$ cat config.mk
export PLATFORM = sky130hd
export DESIGN_NAME = axi_lite_master
export DESIGN_NICKNAME = d
export VERILOG_FILES = /design/src/rtl/axi_lite_master.sv
export SDC_FILE = /design/constraint.sdc
export NUM_CORES = 1
export LEC_CHECK = 0
export ABC_AREA = 1
export BUFFER_PORTS_ARGS = -buffer_cell sky130_fd_sc_hd__buf_2
export CORE_UTILIZATION = 47
export DETAILED_ROUTE_END_ITERATION = 10
export GPL_TIMING_DRIVEN = 0
export HOLD_SLACK_MARGIN = 0.03
export PLACE_DENSITY = 0.8
export SLEW_MARGIN = 10
export SYNTH_ARGS = -nofsm -noshare
export SYNTH_HDL_FRONTEND = slang
export SYNTH_SLANG_ARGS = --single-unit
$ cat constraint.sdc
create_clock -name m_axi_aclk -period 3.9 [get_ports m_axi_aclk]
set_input_delay 0.585 -clock m_axi_aclk [delete_from_list [all_inputs] [get_ports m_axi_aclk]]
set_output_delay 0.585 -clock m_axi_aclk [all_outputs]
set_load 0.1 [all_outputs]
$ cat src/rtl/axi_lite_master.sv
// axi_lite_master
// Turns a simple command/response handshake into single AXI4-Lite read or
// write transactions. Exactly one transaction is in flight at a time; the
// command port is only ready in IDLE, so a pending response naturally
// back-pressures new commands. Every output is driven straight from a flop.

module axi_lite_master #(
  parameter int ADDR_WIDTH = 9,
  parameter int DATA_WIDTH = 32
) (
  input  logic                    m_axi_aclk,
  input  logic                    m_axi_areset,

  // Command port
  input  logic                    cmd_valid,
  output logic                    cmd_ready,
  input  logic                    cmd_write,
  input  logic [ADDR_WIDTH-1:0]   cmd_addr,
  input  logic [DATA_WIDTH-1:0]   cmd_wdata,
  input  logic [DATA_WIDTH/8-1:0] cmd_wstrb,

  // Response port
  output logic                    rsp_valid,
  input  logic                    rsp_ready,
  output logic                    rsp_write,
  output logic [DATA_WIDTH-1:0]   rsp_rdata,
  output logic [1:0]              rsp_resp,

  // AW channel
  output logic [ADDR_WIDTH-1:0]   m_axi_awaddr,
  output logic                    m_axi_awvalid,
  input  logic                    m_axi_awready,

  // W channel
  output logic [DATA_WIDTH-1:0]   m_axi_wdata,
  output logic [DATA_WIDTH/8-1:0] m_axi_wstrb,
  output logic                    m_axi_wvalid,
  input  logic                    m_axi_wready,

  // B channel
  input  logic [1:0]              m_axi_bresp,
  input  logic                    m_axi_bvalid,
  output logic                    m_axi_bready,

  // AR channel
  output logic [ADDR_WIDTH-1:0]   m_axi_araddr,
  output logic                    m_axi_arvalid,
  input  logic                    m_axi_arready,

  // R channel
  input  logic [DATA_WIDTH-1:0]   m_axi_rdata,
  input  logic [1:0]              m_axi_rresp,
  input  logic                    m_axi_rvalid,
  output logic                    m_axi_rready
);

  localparam int STRB_WIDTH = DATA_WIDTH / 8;

  typedef enum logic [2:0] {
    IDLE    = 3'd0,
    WR_REQ  = 3'd1,
    WR_RESP = 3'd2,
    RD_REQ  = 3'd3,
    RD_DATA = 3'd4,
    RSP     = 3'd5
  } state_e;

  state_e                  state_r;

  // Registered command / handshake state
  logic                    write_r;
  logic                    cmd_ready_r;
  logic                    awvalid_r;
  logic                    wvalid_r;
  logic                    bready_r;
  logic                    arvalid_r;
  logic                    rready_r;
  logic                    rsp_valid_r;
  logic                    rsp_write_r;
  logic [DATA_WIDTH-1:0]   rsp_rdata_r;
  logic [1:0]              rsp_resp_r;
  logic [ADDR_WIDTH-1:0]   awaddr_r;
  logic [DATA_WIDTH-1:0]   wdata_r;
  logic [STRB_WIDTH-1:0]   wstrb_r;
  logic [ADDR_WIDTH-1:0]   araddr_r;

  // A write channel counts as finished once its valid has already dropped,
  // or if its handshake completes on the current edge. Waiting for both lets
  // AW and W finish in either order or together.
  logic                    aw_done_s;
  logic                    w_done_s;

  assign aw_done_s = (~awvalid_r) | m_axi_awready;
  assign w_done_s  = (~wvalid_r)  | m_axi_wready;

  // Transaction FSM; all outputs are registered here so valids never
  // depend combinationally on readies.
  always_ff @(posedge m_axi_aclk or posedge m_axi_areset) begin
    if (m_axi_areset) begin
      state_r     <= IDLE;
      write_r     <= 1'b0;
      cmd_ready_r <= 1'b0;
      awvalid_r   <= 1'b0;
      wvalid_r    <= 1'b0;
      bready_r    <= 1'b0;
      arvalid_r   <= 1'b0;
      rready_r    <= 1'b0;
      rsp_valid_r <= 1'b0;
      rsp_write_r <= 1'b0;
      rsp_rdata_r <= {DATA_WIDTH{1'b0}};
      rsp_resp_r  <= 2'b00;
      awaddr_r    <= {ADDR_WIDTH{1'b0}};
      wdata_r     <= {DATA_WIDTH{1'b0}};
      wstrb_r     <= {STRB_WIDTH{1'b0}};
      araddr_r    <= {ADDR_WIDTH{1'b0}};
    end else begin
      case (state_r)
        IDLE: begin
          if (cmd_ready_r && cmd_valid) begin
            // Capture the command; the AXI request goes out next cycle.
            cmd_ready_r <= 1'b0;
            write_r     <= cmd_write;
            if (cmd_write) begin
              awaddr_r  <= cmd_addr;
              wdata_r   <= cmd_wdata;
              wstrb_r   <= cmd_wstrb;
              awvalid_r <= 1'b1;
              wvalid_r  <= 1'b1;
              state_r   <= WR_REQ;
            end else begin
              araddr_r  <= cmd_addr;
              arvalid_r <= 1'b1;
              state_r   <= RD_REQ;
            end
          end else begin
            // Comes out of reset with cmd_ready low; raise it on the first edge.
            cmd_ready_r <= 1'b1;
          end
        end

        WR_REQ: begin
          if (awvalid_r && m_axi_awready) begin
            awvalid_r <= 1'b0;
          end
          if (wvalid_r && m_axi_wready) begin
            wvalid_r <= 1'b0;
          end
          if (aw_done_s && w_done_s) begin
            bready_r <= 1'b1;
            state_r  <= WR_RESP;
          end
        end

        WR_RESP: begin
          if (m_axi_bvalid) begin
            bready_r    <= 1'b0;
            rsp_valid_r <= 1'b1;
            rsp_write_r <= write_r;
            rsp_rdata_r <= {DATA_WIDTH{1'b0}};
            rsp_resp_r  <= m_axi_bresp;
            state_r     <= RSP;
          end
        end

        RD_REQ: begin
          if (m_axi_arready) begin
            arvalid_r <= 1'b0;
            rready_r  <= 1'b1;
            state_r   <= RD_DATA;
          end
        end

        RD_DATA: begin
          if (m_axi_rvalid) begin
            rready_r    <= 1'b0;
            rsp_valid_r <= 1'b1;
            rsp_write_r <= write_r;
            rsp_rdata_r <= m_axi_rdata;
            rsp_resp_r  <= m_axi_rresp;
            state_r     <= RSP;
          end
        end

        RSP: begin
          // Payload holds until the consumer takes it; error codes pass as-is.
          if (rsp_ready) begin
            rsp_valid_r <= 1'b0;
            cmd_ready_r <= 1'b1;
            state_r     <= IDLE;
          end
        end

        default: begin
          // Unreachable encodings: drop every handshake and resynchronise.
          state_r     <= IDLE;
          cmd_ready_r <= 1'b0;
          awvalid_r   <= 1'b0;
          wvalid_r    <= 1'b0;
          bready_r    <= 1'b0;
          arvalid_r   <= 1'b0;
          rready_r    <= 1'b0;
          rsp_valid_r <= 1'b0;
        end
      endcase
    end
  end

  assign cmd_ready     = cmd_ready_r;
  assign rsp_valid     = rsp_valid_r;
  assign rsp_write     = rsp_write_r;
  assign rsp_rdata     = rsp_rdata_r;
  assign rsp_resp      = rsp_resp_r;
  assign m_axi_awaddr  = awaddr_r;
  assign m_axi_awvalid = awvalid_r;
  assign m_axi_wdata   = wdata_r;
  assign m_axi_wstrb   = wstrb_r;
  assign m_axi_wvalid  = wvalid_r;
  assign m_axi_bready  = bready_r;
  assign m_axi_araddr  = araddr_r;
  assign m_axi_arvalid = arvalid_r;
  assign m_axi_rready  = rready_r;

endmodule
-- Yosys cells after proc, flatten, opt, wreduce, memory -nomap -nowiden
Cells that the tools add are included.
- multipliers: 0
- eq/ne operators: 15
- magnitude comparators: 0
- add/subtract/negate cells: 0
- bitwise operators: 11
- muxes and demuxes: 40
- shift operators: 0
- reduce and logical (&&, ||, !) cells: 24
- div/mod/pow operators: 0
- operators by type and width (cell ; count):
    32-bit two-way mux ; 2
    32-bit case mux with 2 select lines ; 1
    2-bit != test, second input constant ; 10
    4-bit OR reduction ; 5
    1-bit two-way mux ; 18
    3-bit two-way mux ; 6
    1-bit case mux with 3 select lines ; 6
    3-bit case mux with 6 select lines ; 1
    4-bit AND reduction ; 4
    3-bit AND reduction ; 5
    1-bit inverter ; 9
    3-bit by 2-bit == test with 1-bit output, second input constant ; 2
    3-bit == test, second input constant ; 2
    2-bit two-way mux ; 3
    6-bit AND reduction ; 1
    1-bit logical AND ; 4
    1-bit case mux with 4 select lines ; 1
    2-bit case mux with 2 select lines ; 1
    2-bit AND reduction ; 2
    3-bit by 1-bit == test with 1-bit output, second input constant ; 1
    3-bit zero test ; 1
    3-bit OR reduction ; 1
    1-bit bitwise OR ; 2
    1-bit case mux with 2 select lines ; 1
    2-bit nonzero test ; 1
- bits in read-only memories: 0
- output and inout port bits: 96
- register bits: 100
- RAM bits: 0
- latch bits: 0
- memories: 0
- logic and storage cells: 106

-- Depth between registers and ports, before layout
- word-level depth: 5
- gate-level depth with buffers: 10
- mapped depth without buffers: 9

-- Worst setup path after synthesis
No wires, ideal clock.
- path type: flip-flop to flip-flop
- start point: register cmd_ready_r, in the netlist cmd_ready
- end point: register awaddr_r[0], in the netlist m_axi_awaddr[0]
- path buffers: 2
- required time: 3.780 ns
- setup slack: 1.992 ns
- arrival time: 1.788 ns
- setup time: 0.120 ns
- cell stages (with the launch flop): 8
- cells stage by stage: dfrtp_1 -> nand2_1 -> nor2_4 -> nand2_1 -> buf_4 -> buf_6 -> nand2_1 -> nand2_1
- cells in the longest elaborated chain, start to end: 2
- ends and longest elaborated chain (element ; line ; text):
    start: declaration ; 72 ; logic cmd_ready_r;
    start signal: assignment ; 102 ; cmd_ready_r <= 1'b0;
    start signal: assignment ; 121 ; cmd_ready_r <= 1'b0;
    start signal: assignment ; 137 ; cmd_ready_r <= 1'b1;
    1-bit logical AND ; 119 ; if (cmd_ready_r && cmd_valid) begin
    3-bit AND reduction (no source line) ; -- ;
    end signal: assignment ; 112 ; awaddr_r <= {ADDR_WIDTH{1'b0}};
    end signal: assignment ; 124 ; awaddr_r <= cmd_addr;
    end: declaration ; 82 ; logic [ADDR_WIDTH-1:0] awaddr_r;
Every way passes these cells.
A chain may end at the register's enable or synchronous reset.

-- Worst setup path after layout
- start point: register cmd_ready_r, in the netlist cmd_ready
- end point: output port cmd_ready
- RTL lines (element ; line ; text):
    end: declaration ; 16 ; output logic cmd_ready,
No word-level cell between the ends.

==> flow_summary_export.csv <==
group,metric,value,unit
outcome,outcome,"finished, final reports clean",
cts,cts_tree,"yes",
grt,overflow,0,
floorplan,fp.dieArea,0.00936,mm2
route,dr_total_vias,3913,
logic_synthesis,ys_seq_elements,100,
setup_path,cp_max_fo,3,
setup_path,crit_slowest_cell,"buf_2",
floorplan,ios,187,
setup_path,r2r_cells,8,
layout,n_fill_cell,764,
layout,fin_nets,791,
cts,clk_pin_slew,90,ps
floorplan,die_w,96.8,um
route,drt_iter0_markers,112,
timing,rsz0062_at_grt,"no",
layout,antenna_cells,0,
route,drtPass1Iterations,4,
hold_path,hp-class,"input port to async pin",
grt,grt_max_degree,52,
layout,seq_area,0.00250,mm2
timing,fin_skew,17.1,ps
logic_synthesis,synth_warnings,0,
logic_synthesis,ys_types,23,
setup_path,max_stage_delay,440,ps
setup_path,ff2ff_setup_slack,2270,ps
layout,fin_area,0.00553,mm2
timing,final_max_slew_viol_count,0,
cts,cts_hold_buffers,0,
logic_synthesis,synth_cells,500,
grt,grt_pass1_wl,17500,um
floorplan,initial_core_util,48.4,%
floorplan,row_count,34,
floorplan,die_height,96.8,um
timing,worst-slew-pin-transition,658,ps
setup_path,worst_setup_path_end_kind,"primary output",
timing,max_freq,0.566,GHz
timing,setup_violations,0,
cts,post_cts_buffers,0,
cts,clock_path_buffers,2,
logic_synthesis,synth_top_area_share,59.3,%
cts,root_buffer,"clkbuf_8",
timing,finalHoldViolCount,0,
route,wl_per_cell,12.9,um
cts,clock-sinks,100,
cts,clk_latency,360,ps
setup_path,r2r-start,"state_r[1]",
placement,port_buffers,186,
placement,place_area,0.00532,mm2
cts,htree_levels,3,
setup_path,crit_buf_inv,1,
setup_path,worstSetupPathType,"register to primary output",
route,via_per_inst,4.82,
layout,syn2layout_area_growth,31.1,%
setup_path,cp_num_cells,1,
logic_synthesis,synthesis.nets,593,
layout,multi_input_area,0.00146,mm2
logic_synthesis,syn_area,0.00422,mm2
timing,period_share,45.3,%
timing,slew_headroom,56.1,%
route,drt_wl_total,10400,um
setup_path,arrival,1180,ps
timing,min_period,1770,ps
grt,grt_usage,23.1,%
floorplan,core_area,0.00872,mm2
route,drc,0,
placement,hpwl,7840,um
logic_synthesis,yosys-top-cells-area,"dfrtp_1 (59%), nand2_1 (23%), o21ai_1 (4.2%), inv_1 (2.0%), nand3_1 (2.0%)",
grt,antenna_found_initial,0,
setup_path,crit-reg2reg-capture,"rsp_resp[0]",
logic_synthesis,synth_area_per_cell,8.44,um2
route,ant_nets,0,
placement,place_congestion,0.883,
setup_path,worstSetupEndpoint,"cmd_ready",
setup_path,startpoint,"cmd_ready",
logic_synthesis,ys_seq_area_share,59.3,%
grt,grt_pass1_vias,3799,
setup_path,crit_family,"buffers and inverters",
cts,cts_resized,0,
setup_path,cp.required,3310,ps
layout,drive_gt1_share,33.6,%
run,cap_violations,0,
cts,numCtsBuffers,9,
setup_path,path_cells,"buf_2",
setup_path,start_kind,"register",
logic_synthesis,yosysTopAreaCell,"dfrtp_1",
-- flip-flops by register name, indices dropped and copies added, names as in the netlist --
register,flops
m_axi_wdata,32
rsp_valid,1
rsp_write,1
m_axi_rready,1
m_axi_awaddr,9
m_axi_arvalid,1
m_axi_araddr,9
m_axi_bready,1
m_axi_awvalid,1
write_r,1
state_r,3
cmd_ready,1
rsp_rdata,32
m_axi_wstrb,4
rsp_resp,2
m_axi_wvalid,1
-- cell usage in the layout, fill, tap and decap left out, drive strengths merged --
master  count
nand4       2
nor2       14
nand2     263
nand3b      1
o21ai      45
ha          2
clkinv      2
inv        28
o21a        1
dfrtp     100
buf       210
clkbuf     12
nand3      18
a21oi       4
bufinv      1
-- cell usage after synthesis, drive strengths merged --
cell      n
nor2     14
o21a      1
ha        2
clkbuf    1
nand3    18
clkinv    1
dfrtp   100
buf      23
inv      25
nand2   263
nand4     2
nand3b    1
o21ai    45
a21oi     4
-- per-stage QoR --
stage,std cells,setup slack (ps),util [%],setup TNS (ps),hold WS [ps]
after floorplan,500,696,-,0,483
after global routing,811,2090,63.4,0,370
after detailed placement,795,2180,61.0,0,455
after CTS,811,2120,63.4,0,336
final,811,2130,63.4,0,321
after global placement,794,-384,60.6,-37810,452
-- worst min-delay path by stage --
stage	to	cells after the start	slack (ps)	start
floorplan	rsp_write	2	480	write_r
global placement	m_axi_araddr[1]	2	450	m_axi_araddr[1]
detailed placement	m_axi_araddr[3]	2	450	m_axi_araddr[3]
CTS	rsp_rdata[23]	2	340	m_axi_areset
global route	m_axi_wdata[15]	2	370	m_axi_areset
finish	m_axi_wdata[26]	2	320	m_axi_areset
-- final cells by class --
class	count	area share [%]
plain buffers	24	2.80
clock buffers	11	2.74
clock inverters	5	1.18
inverters	26	1.83
multi-input cells	350	26.5
flip-flops and latches	100	45.2
well taps	108	2.44
repair buffers	187	17.3
-- cell families (layout without fill, tap and decap cells) --
family / after synthesis / after routing / synth area share (%)
AO/OA/AOI/OAI: 50 / 50 / 5.99
adder cells (fa/ha/maj): 2 / 2 / 0.593
buffers and inverters: 50 / 253 / 6.02
flip-flops: 100 / 100 / 59.3
AND/OR/NAND/NOR: 298 / 298 / 28.1
-- worst reg2reg max path, cell delays in order (launching register included) --
cell and delay (ps):
dfrtp_1 410, buf_6 150, nor2_8 140, nand2_2 150, nand2_1 150, nand3_2 150
buf_2 230, nand2_1 80, o21ai_1 50
-- layer usage --
metal | GRT usage, % | share of wire (%)
met1 | 29.1 | 43
met2 | 38.2 | 48
met3 | 6.65 | 7.6
met4 | 7.58 | 1.4
met5 | 0 | 0
Power is left out: the tool's default activity adds up to more than one toggle a clock period on the data nets, which glitch-free logic cannot reach.
